[config.mk]
export PLATFORM = sky130hd
export DESIGN_NAME = ext_mem_port_arbiter
export DESIGN_NICKNAME = d
export VERILOG_FILES = /design/src/rtl/ext_mem_port_arbiter.sv
export SDC_FILE = /design/constraint.sdc
export NUM_CORES = 1
export LEC_CHECK = 0
export ABC_AREA = 0
export CORE_AREA = 5 5 97 99
export DETAILED_ROUTE_END_ITERATION = 7
export DIE_AREA = 0 0 102 104
export PLACE_DENSITY = 0.9
export SETUP_SLACK_MARGIN = 0.5
export SKIP_CTS_REPAIR_TIMING = 1
export SLEW_MARGIN = 10
export SYNTH_ARGS = -nofsm -noshare
export SYNTH_HDL_FRONTEND = slang
export SYNTH_SLANG_ARGS = --single-unit
[constraint.sdc]
create_clock -name clock_i -period 2.6 [get_ports clock_i]
set_input_delay 0.26 -clock clock_i [delete_from_list [all_inputs] [get_ports clock_i]]
set_output_delay 0.26 -clock clock_i [all_outputs]
set_load 0.03 [all_outputs]
[src/rtl/ext_mem_port_arbiter.sv]
`default_nettype none

`ifndef BW_WORD_ADDR
`define BW_WORD_ADDR 24
`endif

// ============================================================================
// Module   : ext_mem_port_arbiter
// Purpose  : Shares the single external-memory (SDRAM) port among N_PORTS
//            processor-side requesters (e.g. I-cache and D-cache). Grants
//            round-robin, holds a grant for one complete transaction (single
//            word or block) and aborts a hung transaction via a watchdog that
//            raises a sticky error flag.
// Ports    : clock_i / reset_i           clock, async active-low reset
//            req_i, reqBlock_i, rw_i,    per-port request fields (one bit per
//            clear_i, add_i, data_i      port; add_i/data_i packed per port)
//            data_o, ready_o, valid_o,   read data broadcast and per-port
//            done_o                      handshake strobes
//            mem_*_o / mem_*_i           single memory-controller port
//            grant_o                     current or last granted port index
//            timeout_o                   sticky watchdog error
// Revision : 1.0 - initial release
// ============================================================================
module ext_mem_port_arbiter #(
    parameter int N_PORTS = 2,
    parameter int ADDR_W  = `BW_WORD_ADDR,
    parameter int TIMEOUT = 4096
) (
    input  logic                        clock_i,
    input  logic                        reset_i,
    input  logic [N_PORTS-1:0]          req_i,
    input  logic [N_PORTS-1:0]          reqBlock_i,
    input  logic [N_PORTS-1:0]          rw_i,
    input  logic [N_PORTS-1:0]          clear_i,
    input  logic [N_PORTS*ADDR_W-1:0]   add_i,
    input  logic [N_PORTS*32-1:0]       data_i,
    output logic [31:0]                 data_o,
    output logic [N_PORTS-1:0]          ready_o,
    output logic [N_PORTS-1:0]          valid_o,
    output logic [N_PORTS-1:0]          done_o,
    output logic                        mem_req_o,
    output logic                        mem_reqBlock_o,
    output logic                        mem_rw_o,
    output logic                        mem_clear_o,
    output logic [ADDR_W-1:0]           mem_add_o,
    output logic [31:0]                 mem_data_o,
    input  logic [31:0]                 mem_data_i,
    input  logic                        mem_ready_i,
    input  logic                        mem_valid_i,
    input  logic                        mem_done_i,
    output logic [$clog2(N_PORTS)-1:0]  grant_o,
    output logic                        timeout_o
);

    localparam int c_GW    = $clog2(N_PORTS);
    localparam int c_CNT_W = $clog2(TIMEOUT);

    localparam logic [c_GW-1:0]    c_PTR_RST  = c_GW'(N_PORTS - 1);
    localparam logic [c_CNT_W-1:0] c_CNT_LAST = c_CNT_W'(TIMEOUT - 1);

    typedef enum logic [1:0] {
        S_IDLE  = 2'd0,
        S_ISSUE = 2'd1,
        S_BUSY  = 2'd2
    } state_t;

    state_t              r_state;
    state_t              w_state_nxt;
    logic [c_GW-1:0]     r_grant;
    logic [c_GW-1:0]     w_grant_nxt;
    logic [c_GW-1:0]     r_ptr;
    logic [c_GW-1:0]     w_ptr_nxt;
    logic [c_CNT_W-1:0]  r_cnt;
    logic [c_CNT_W-1:0]  w_cnt_nxt;
    logic                r_timeout;
    logic                w_timeout_nxt;
    logic [c_GW-1:0]     w_pick;

    // Unpacked per-port views of the packed address / write-data buses
    logic [ADDR_W-1:0]   w_add_arr  [N_PORTS];
    logic [31:0]         w_data_arr [N_PORTS];

    genvar k;
    generate
        for (k = 0; k < N_PORTS; k++) begin : g_unpack
            assign w_add_arr[k]  = add_i[k*ADDR_W +: ADDR_W];
            assign w_data_arr[k] = data_i[k*32 +: 32];
        end
    endgenerate

    // Round-robin pick: search ptr+1, ptr+2, ... (mod N_PORTS). Scanning the
    // offsets from farthest to nearest lets the nearest requester win by
    // being written last.
    always_comb begin
        logic [c_GW-1:0] w_idx;
        w_pick = r_ptr;
        w_idx  = '0;
        for (int i = N_PORTS; i >= 1; i--) begin
            w_idx = c_GW'((int'(r_ptr) + i) % N_PORTS);
            if (req_i[w_idx]) begin
                w_pick = w_idx;
            end
        end
    end

    always_ff @(posedge clock_i or negedge reset_i) begin
        if (!reset_i) begin
            r_state   <= S_IDLE;
            r_grant   <= '0;
            r_ptr     <= c_PTR_RST;
            r_cnt     <= '0;
            r_timeout <= 1'b0;
        end else begin
            r_state   <= w_state_nxt;
            r_grant   <= w_grant_nxt;
            r_ptr     <= w_ptr_nxt;
            r_cnt     <= w_cnt_nxt;
            r_timeout <= w_timeout_nxt;
        end
    end

    always_comb begin
        w_state_nxt    = r_state;
        w_grant_nxt    = r_grant;
        w_ptr_nxt      = r_ptr;
        w_cnt_nxt      = r_cnt;
        w_timeout_nxt  = r_timeout;
        mem_req_o      = 1'b0;
        mem_reqBlock_o = 1'b0;
        mem_rw_o       = 1'b0;
        mem_clear_o    = 1'b0;
        mem_add_o      = '0;
        mem_data_o     = '0;
        data_o         = '0;
        ready_o        = '0;
        valid_o        = '0;
        done_o         = '0;

        case (r_state)
            S_IDLE: begin
                if (|req_i) begin
                    w_grant_nxt = w_pick;
                    w_state_nxt = S_ISSUE;
                end
            end

            S_ISSUE: begin
                mem_req_o      = req_i[r_grant];
                mem_reqBlock_o = reqBlock_i[r_grant];
                mem_rw_o       = rw_i[r_grant];
                mem_clear_o    = clear_i[r_grant];
                mem_add_o      = w_add_arr[r_grant];
                mem_data_o     = w_data_arr[r_grant];
                if (!req_i[r_grant]) begin
                    // Withdrawn before acceptance: the pointer is left alone so
                    // this port keeps its place in the rotation.
                    w_state_nxt = S_IDLE;
                end else if (mem_ready_i) begin
                    ready_o[r_grant] = 1'b1;
                    w_cnt_nxt        = '0;
                    w_state_nxt      = S_BUSY;
                end
            end

            S_BUSY: begin
                valid_o[r_grant] = mem_valid_i;
                done_o[r_grant]  = mem_done_i;
                data_o           = mem_data_i;
                if (mem_done_i) begin
                    w_ptr_nxt   = r_grant;
                    w_state_nxt = S_IDLE;
                end else if (r_cnt == c_CNT_LAST) begin
                    // Watchdog abort: the requester still gets its done pulse
                    // so it never waits forever.
                    w_timeout_nxt    = 1'b1;
                    done_o[r_grant]  = 1'b1;
                    w_ptr_nxt        = r_grant;
                    w_state_nxt      = S_IDLE;
                end else begin
                    w_cnt_nxt = r_cnt + 1'b1;
                end
            end

            default: begin
                w_state_nxt = S_IDLE;
            end
        endcase
    end

    assign grant_o   = r_grant;
    assign timeout_o = r_timeout;

endmodule

`default_nettype wire

Yosys cells after proc, flatten, opt, wreduce, memory -nomap -nowiden
Index checks and enable logic that the tools add are counted.
{"block": "totals", "ff_bits": 17, "inputBits": 157, "output_inout_bits": 100, "word_cells": 87}
{"block": "op_classes", "addsub": 3, "order_cmp": 5, "eq_ne": 10, "mux": 49, "bitwise_logic": 5, "n_reduce_logical": 10}
{"op": "2-to-1 mux 32 bit", "count": 5}
{"op": "2-to-1 mux 24 bit", "count": 4}
{"op": "2-to-1 mux 12 bit", "count": 4}
{"op": "2-to-1 mux 2 bit", "count": 12}
{"op": "one-hot mux 12 bit (2 select lines)", "count": 1}
{"op": "2-to-1 mux 1 bit", "count": 21}
{"op": "adder 12 x 1 -> 12 bit (second input constant)", "count": 1}
{"op": "== test 12 bit (second input constant)", "count": 1}
{"op": "inequality test 2 bit (second input constant)", "count": 5}
{"op": "less-than comparator 1 x 2 -> 1 bit (second input constant)", "count": 3}
{"op": "inequality test 3 bit (second input constant)", "count": 2}
{"op": "one-hot mux 2 bit (3 select lines)", "count": 1}
{"op": "AND reduction 3 bit", "count": 2}
{"op": "AND reduction 5 bit", "count": 1}
{"op": "AND 2 bit", "count": 2}
{"op": "AND reduction 2 bit", "count": 2}
{"op": "nonzero test 2 bit", "count": 2}
{"op": "adder 1 bit (second input constant)", "count": 2}
{"op": "== test 2 x 1 -> 1 bit (second input constant)", "count": 1}
{"op": "== test 2 bit (second input constant)", "count": 1}
{"op": ">= comparator 2 bit (second input constant)", "count": 1}
{"op": "zero test 2 bit", "count": 1}
{"op": "NOT 1 -> 2 bit", "count": 1}
{"op": "bitwise OR 2 bit", "count": 1}
{"op": "other kinds (5)", "count": 5}

Depth between registers and ports, before layout
Gate-level depths: netlist of the first run.
{"block": "logic_depth", "ltp_word": 9, "depth_mapped": 7, "depth_no_buf": 6}

Worst setup path after synthesis of the first run
Ideal clock, no wire load.
{"block": "synth_path", "path_kind": "register to output", "startpoint": "register r_cnt[0]", "endpoint": "output port done_o[0]", "arrival_ns": 1.700, "required_ns": 2.340, "slack_ns": 0.640, "stages_incl_launch_ff": 6, "path_buffers": 0, "path_cell_list": "dfrtp_1 > ha_1 > nand4_2 > nor3_1 > o21ai_0 > nor2_1"}
{"block": "synth_via", "elab_chain_cells": 4}
{"element": "start: declaration", "line": "73", "rtl": "logic [c_CNT_W-1:0] r_cnt;"}
{"element": "start signal: assignment", "line": "117", "rtl": "r_cnt <= w_cnt_nxt;"}
{"element": "== test 12 bit", "line": "172", "rtl": "end else if (r_cnt == c_CNT_LAST) begin"}
{"element": "2-to-1 mux 2 bit", "line": "172"}
{"element": "2-to-1 mux 2 bit", "line": "169", "rtl": "if (mem_done_i) begin"}
{"element": "2-to-1 mux 2 bit", "line": "139", "rtl": "case (r_state)"}
{"element": "end: declaration", "line": "40", "rtl": "output logic [N_PORTS-1:0] done_o,"}
No other way between the ends.

Worst setup path in the final report of the first run
{"block": "layout_path", "startpoint": "register r_cnt[1]", "endpoint": "output port done_o[0]"}
Same word-level chain as after synthesis.

==> results of run 1 <==
==> synth_stat cells, drive strengths merged, types with 2 or more instances <==
| cell type | instances | share of area |
|---|---|---|
| o211ai | 2 | 0.0070 |
| a211o | 2 | 0.0082 |
| dfrtp | 16 | 0.19 |
| and3 | 4 | 0.015 |
| nor3b | 2 | 0.0094 |
| and2 | 34 | 0.10 |
| nor3 | 6 | 0.014 |
| mux2i | 60 | 0.28 |
| or4 | 2 | 0.0088 |
| nor2 | 68 | 0.12 |
| a31oi | 3 | 0.0088 |
| or2 | 2 | 0.0059 |
| inv | 2 | 0.0035 |
| nand2b | 2 | 0.0059 |
| o21ai | 3 | 0.0070 |
| clkbuf | 14 | 0.025 |
| nand2 | 14 | 0.025 |
| nand3 | 10 | 0.029 |
| buf | 9 | 0.026 |
| nand4 | 2 | 0.0088 |
| a21o | 2 | 0.0070 |
==> report_power, final <==
part	total [mW]	leakage [nW]	internal (mW)	switching (mW)
clock	0.201	0.0228	0.109	0.0925
sequential	0.438	0.224	0.331	0.107
combinational	3.43	3.16	1.42	2.00
total	4.07	3.41	1.86	2.20
==> sequential cells by signal (all words and copies together), names as in the netlist <==
name / flops
grant_o: 1
r_cnt: 12
r_ptr: 1
r_state: 2
timeout_o: 1
==> worst paths after layout <==
| check | start | end | slack (ps) |
|---|---|---|---|
| max in group asynchronous | reset_i | grant_o | 1570 |
| min | reset_i | timeout_o | 460 |
| max | r_cnt[1] | done_o[0] | 440 |
| max reg2reg | r_cnt[1] | r_cnt[2] | 690 |
| min in group clock_i | timeout_o | timeout_o | 470 |
| min reg2reg | timeout_o | timeout_o | 470 |
==> stage by stage <==
stage | instance area [um2] | cells | power, mW | setup WS [ps]
6_report | 5040 | 633 | 4.07 | 445
2_1_floorplan | 2130 | 279 | 2.48 | 640
3_3_place_gp | 4830 | 628 | 3.97 | 270
4_1_cts | 4870 | 632 | 4.24 | -85.2
3_5_place_dp | 4830 | 628 | 4.02 | 219
5_1_grt | 5040 | 633 | 4.28 | 328
==> cell families after synthesis <==
family,after synthesis,synth area share
AO/OA/AOI/OAI,25,0.0969
adder cells (fa/ha/maj),1,0.00587
buffers and inverters,25,0.0546
flip-flops,17,0.200
multiplexers,60,0.282
AND/OR/NAND/NOR,151,0.360
==> critical path: stages (launching register included) <==
cell            delay, ps
dfrtp_2               410
ha_2                  230
nand4_2               160
nor3_4                280
o21ai_0               160
nor2_1                110
dlymetal6s2s_1        300
==> routing by layer <==
layer | share of wire | track usage | routed length, um | vias to the layer above
met3 | 0.11 | 0.0644 | 1410 | 18
met4 | 0.011 | 0.0309 | 130 | 0
met5 | 0 | 0 | 0 | -
li1 | - | - | - | 1452
met2 | 0.52 | 0.387 | 6420 | 177
met1 | 0.35 | 0.232 | 4300 | 1409
==> layout make-up <==
| type | count | area [um2] | area share |
|---|---|---|---|
| multi-input combinational | 237 | 1600 | 0.318 |
| sequential | 17 | 433 | 0.0859 |
| timing repair buffer | 265 | 2820 | 0.559 |
| inverter | 2 | 7.51 | 0.00149 |
| clock buffer | 4 | 45.0 | 0.00893 |
| tap | 108 | 135 | 0.0268 |
==> results.md, run 1 <==
- Status: complete, no violations
- Commonest non-fill, non-tap cell in the layout: clkdlybuf4s50_1
- Highest-count cells in the layout ignoring fill and taps: clkdlybuf4s50_1, dlymetal6s2s_1, nor2_1, mux2i_1, and2_1
- RSZ-0062 raised after global routing: yes
- Die X: roughly 100 um
- Post-synth EDFFs: 0
- Nets: a little under 700
- Row cnt: 34
- Hold WS: 464 ps
- TritonCTS buffer count: 3
- Final slew viol count: 0
- I/O pins: between 200 and 300
- Routed Wire Length: between 10 and 15 mm
- Top FF cell, synth: dfrtp_1
- Register area share after synthesis: 0.200
- FILL cells: ~720
- Fmax: 0.464 GHz
- Peak supply drop: ~0.34 mV
- Setup TNS: 0 ps
- H-tree levels: 1
- IO buf count: approximately 260
- Syn nets: roughly 440
- Critical path data required time: around 2300 ps
- Hold WC Path Type: input pin to async pin
- CTS max path bufs: 2
- Die Span Y: 104 um
- Cells after Synth: 279
- Final RePlAce weighted congestion: about 0.96
- DP HPWL: between 10 and 15 mm
- Max-slew headroom: 0.475
- DRC viols: 0
- Synth unique cells: approximately 50
- Power Density: between 800 and 900 nW/um2
- Core occupancy in the finished layout: 0.596
- Fin Clk Skew: about 3.2 ps
- Netlist Area Pre-Place: between 2000 and 2500 um2
- CP Launch Type: register
- Total core area: about 8500 um2
- Pleak: 3.41 nW
- First drt pass iteration count: 4
- CTS sink cnt: 17
- Clock latency on the worst-skew pair: between 200 and 300 ps
- Largest net degree at the start of global routing: 51
- Worst-Margin Slew: slightly below 800 ps
- Congestion Overflow GR: 0
- Fin crit period: 2160 ps
- Worst-path fanout max: 5
- First-pass GRT wire length: ~17 mm
- Initial DRC count: between 100 and 150
- Worst r2r path cells: 7
- GRT Overall Usage: 0.208
- Root Buffer: clkbuf_8
- Hold Vio Cnt, Final: 0
- Synth Area per Inst: 7.63 um2
- DR vias/cell: just under 5
- Starting density of the core: 0.252
- Layout cells sized above 1: 0.0876
- Die footprint: 10600 um2
- Final setup violation count: 0
- YS warnings: 0
- ANT nets after route: 0
- Initial antenna violation count: 0
- Vias in the first global route: slightly above 3000
- Asr flop ratio synth: 1.00
- Vias: between 3000 and 4000
- FF+latch count, synth: 17
- Antenna Cells: 0
- Mean routed wirelength per cell: 19.4 um
- Crit path DAT: ~1900 ps
- Worst-path clk slew: 60 ps
- Max cap viols: 0
- Final worst path period share: 0.829
- CP endpoint kind: output port
- Crit Path Category: register to output port
- CTS tree: built
- Layout area overhead: 137%
No activity file was read; power rests on OpenSTA's default activity.
==> run 2: changes to the inputs <==
--- a/config.mk
+++ b/config.mk
@@ -6,10 +6,10 @@
 export NUM_CORES = 1
 export LEC_CHECK = 0
 export ABC_AREA = 0
-export CORE_AREA = 5 5 97 99
+export CORE_AREA = 5 5 101 103
 export DETAILED_ROUTE_END_ITERATION = 7
-export DIE_AREA = 0 0 102 104
-export PLACE_DENSITY = 0.9
+export DIE_AREA = 0 0 106 108
+export PLACE_DENSITY = 0.88
 export SETUP_SLACK_MARGIN = 0.5
 export SKIP_CTS_REPAIR_TIMING = 1
 export SLEW_MARGIN = 10
==> constraint.sdc (replaced) <==
create_clock -name clock_i -period 1.8 [get_ports clock_i]
set_input_delay 0.18 -clock clock_i [delete_from_list [all_inputs] [get_ports clock_i]]
set_output_delay 0.18 -clock clock_i [all_outputs]
set_load 0.03 [all_outputs]
==> run 2 against run 1 <==
  * The flow now finishes with violations (setup timing)
  * Critical path depth unchanged
  * Combinational power grew 140%
  * First-iteration DRC count grew 5.1%
  * Sequential cell count unchanged
  * Critical path type unchanged
  * Largest power group unchanged
==> results.md, run 2 (synthesized netlist as in run 1, its figures left out) <==
- Status: complete, but fails checks
- Failing checks: setup timing
- Pleak: 2.69 nW (-21%)
- Commonest non-fill, non-tap cell in the layout: clkdlybuf4s50_1
- Critical path data required time: 1620 ps (-720 ps)
- Vias: 3346 (+9.5%)
- Max cap viols: 0 (unchanged)
- Worst-path fanout max: 7 (+2)
- Fin worst setup slack: -50.4 ps (-495 ps)
- IO buf count: 256 (unchanged)
- Hold WS: 197 ps (-267 ps)
- R2R Setup Slk: 50 ps (-640 ps)
- DRC viols: 0 (unchanged)
- Post-layout power: 9.00 mW (+120%)
- CP Cell Sequence: buf_6 -> buf_6 -> clkbuf_16 -> mux2i_1 -> nor2_2 -> buf_6
- Highest-count cells in the layout ignoring fill and taps: clkdlybuf4s50_1, buf_6, buf_4, nor2_2, and2_4
- I/O pins: 257 (unchanged)
- Crit path DAT: 1670 ps (-230 ps)
- Row cnt: 35 (+2.9%)
- Fin Clk Skew: 3.00 ps (-0.199 ps)
- Crit Path Category: register to output port
- Final setup violation count: 2 (+2)
- CTS max path bufs: 2 (unchanged)
- Power Density: 1410 nW/um2 (+75%)
- Antenna Cells: 0 (unchanged)
- Peak supply drop: 0.906 mV (+160%)
- Delay-heaviest family, CP: buffers and inverters
- TritonCTS buffer count: 3 (unchanged)
- First-pass GRT wire length: 17.3 mm (-0.36%)
- Total core area: 9110 um2 (+7.6%)
- DR vias/cell: 4.86 (+0.59%)
- Max incr delay on CP: 500 ps (+90 ps)
- GRT Overall Usage: 0.189 (-0.0187)
- Nets: 737 (+7.7%)
- Largest net degree at the start of global routing: 27 (-47%)
- Area of the multi-input gates: 2340 um2 (+46%)
- Initial DRC count: 143 (+5.1%)
- Final slew viol count: 0 (unchanged)
- Vias in the first global route: 3039 (-2.4%)
- Final worst path period share: 1.03
- WP buf/inv: 4 (+3)
- Mean routed wirelength per cell: 21.0 um (+8.7%)
- Die Span Y: 108 um (+3.8%)
- Root Buffer: clkbuf_8
- ANT nets after route: 0 (unchanged)
- Die footprint: 11400 um2 (+7.9%)
- Hold WC Path Type: input pin to async pin
- Hold Vio Cnt, Final: 0 (unchanged)
- Biggest regs: r_cnt: 12 flops, r_state: 2 flops
- Routed Wire Length: 14.5 mm (+18%)
- Congestion Overflow GR: 0 (unchanged)
- Most common cell on crit path: buf_6
- Sequential standard cell area: 444 um2 (+2.6%)
- First drt pass iteration count: 4 (unchanged)
- Slowest CP cell: dfrtp_4
- Final RePlAce weighted congestion: 0.901 (-5.8%)
- Starting density of the core: 0.234 (-0.0178)
- Fmax: between 0.5 and 0.6 GHz
- H-tree levels: 1 (unchanged)
- RR Endpoint: r_cnt[6]
- FILL cells: 601 (-17%)
- Reg-to-reg startpoint: grant_o
- Fin crit period: roughly 1900 ps
- Initial antenna violation count: 0 (unchanged)
- CP endpoint kind: output port
- Layout area overhead: 200%
- Worst r2r path cells: 6 (-1)
- DP HPWL: 10.2 mm (+1.6%)
- RSZ-0062 raised after global routing: yes
- Clock latency on the worst-skew pair: 260 ps (about the same)
- CTS tree: built
- Die X: 106 um (+3.9%)
- Max reg flops: 12 (unchanged)
- Worst-path clk slew: 70 ps (about the same)
- Largest Register: r_cnt
- Worst-Margin Slew: 375 ps (-409 ps)
- Max-slew headroom: 0.749 (+0.274)
- CTS sink cnt: 17 (unchanged)
- Layout cells sized above 1: 0.597 (+0.509)
- CP Launch Type: register
-- run 2: cell types whose count changed in the layout (fill, tap and decap cells not counted), sizes merged --
| cell | delta |
|---|---|
| buf | +141 |
| dlymetal6s2s | -82 |
| clkinv | +1 |
| clkdlybuf4s50 | -2 |
| clkbuf | -5 |
-- run 2: worst max path at each step --
stage               slack [ps]  cells after the start       start             end
floorplan                  110                      6     grant_o        r_cnt[8]
global placement            60                      5  mem_done_i        r_cnt[8]
detailed placement           3                      5  mem_done_i        r_cnt[8]
CTS                       -180                      3     grant_o        mem_rw_o
global route               -90                      6     grant_o  mem_data_o[12]
finish                     -50                      6     grant_o  mem_data_o[12]
-- run 2: routing by layer --
layer	up-vias	share of wire	global-route usage
li1	1571	-	-
met1	1595	0.36	0.221
met5	-	0	0
met4	0	0.032	0.0305
met2	147	0.55	0.364
met3	33	0.063	0.0364
-- run 2: report_power, final --
group	total (mW)	leakage [nW]	internal [mW]	switching [mW]
Combinational	8.10	2.45	4.04	4.07
Clock	0.294	0.0255	0.154	0.140
Sequential	0.605	0.209	0.486	0.119
-- run 2: area by class of cell --
type / count / share of cell area
clock buffer: 3 / 0.00647
clock inverter: 1 / 0.000784
inverter: 2 / 0.00157
multi-input combinational: 237 / 0.367
sequential: 17 / 0.0696
tap: 111 / 0.0217
timing repair buffer: 318 / 0.533
-- run 2: stage by stage --
stage / setup TNS [ps] / worst slack (ps) / area, um2 / instances / utilization
2_1_floorplan: 0 / 111 / 2620 / 279 / -
3_3_place_gp: 0 / 59.6 / 5180 / 644 / 0.568
3_5_place_dp: 0 / 2.66 / 5180 / 644 / 0.568
4_1_cts: -5510 / -184 / 5220 / 648 / 0.573
5_1_grt: -492 / -92.8 / 6390 / 689 / 0.701
6_report: -66.0 / -50.4 / 6390 / 689 / 0.701
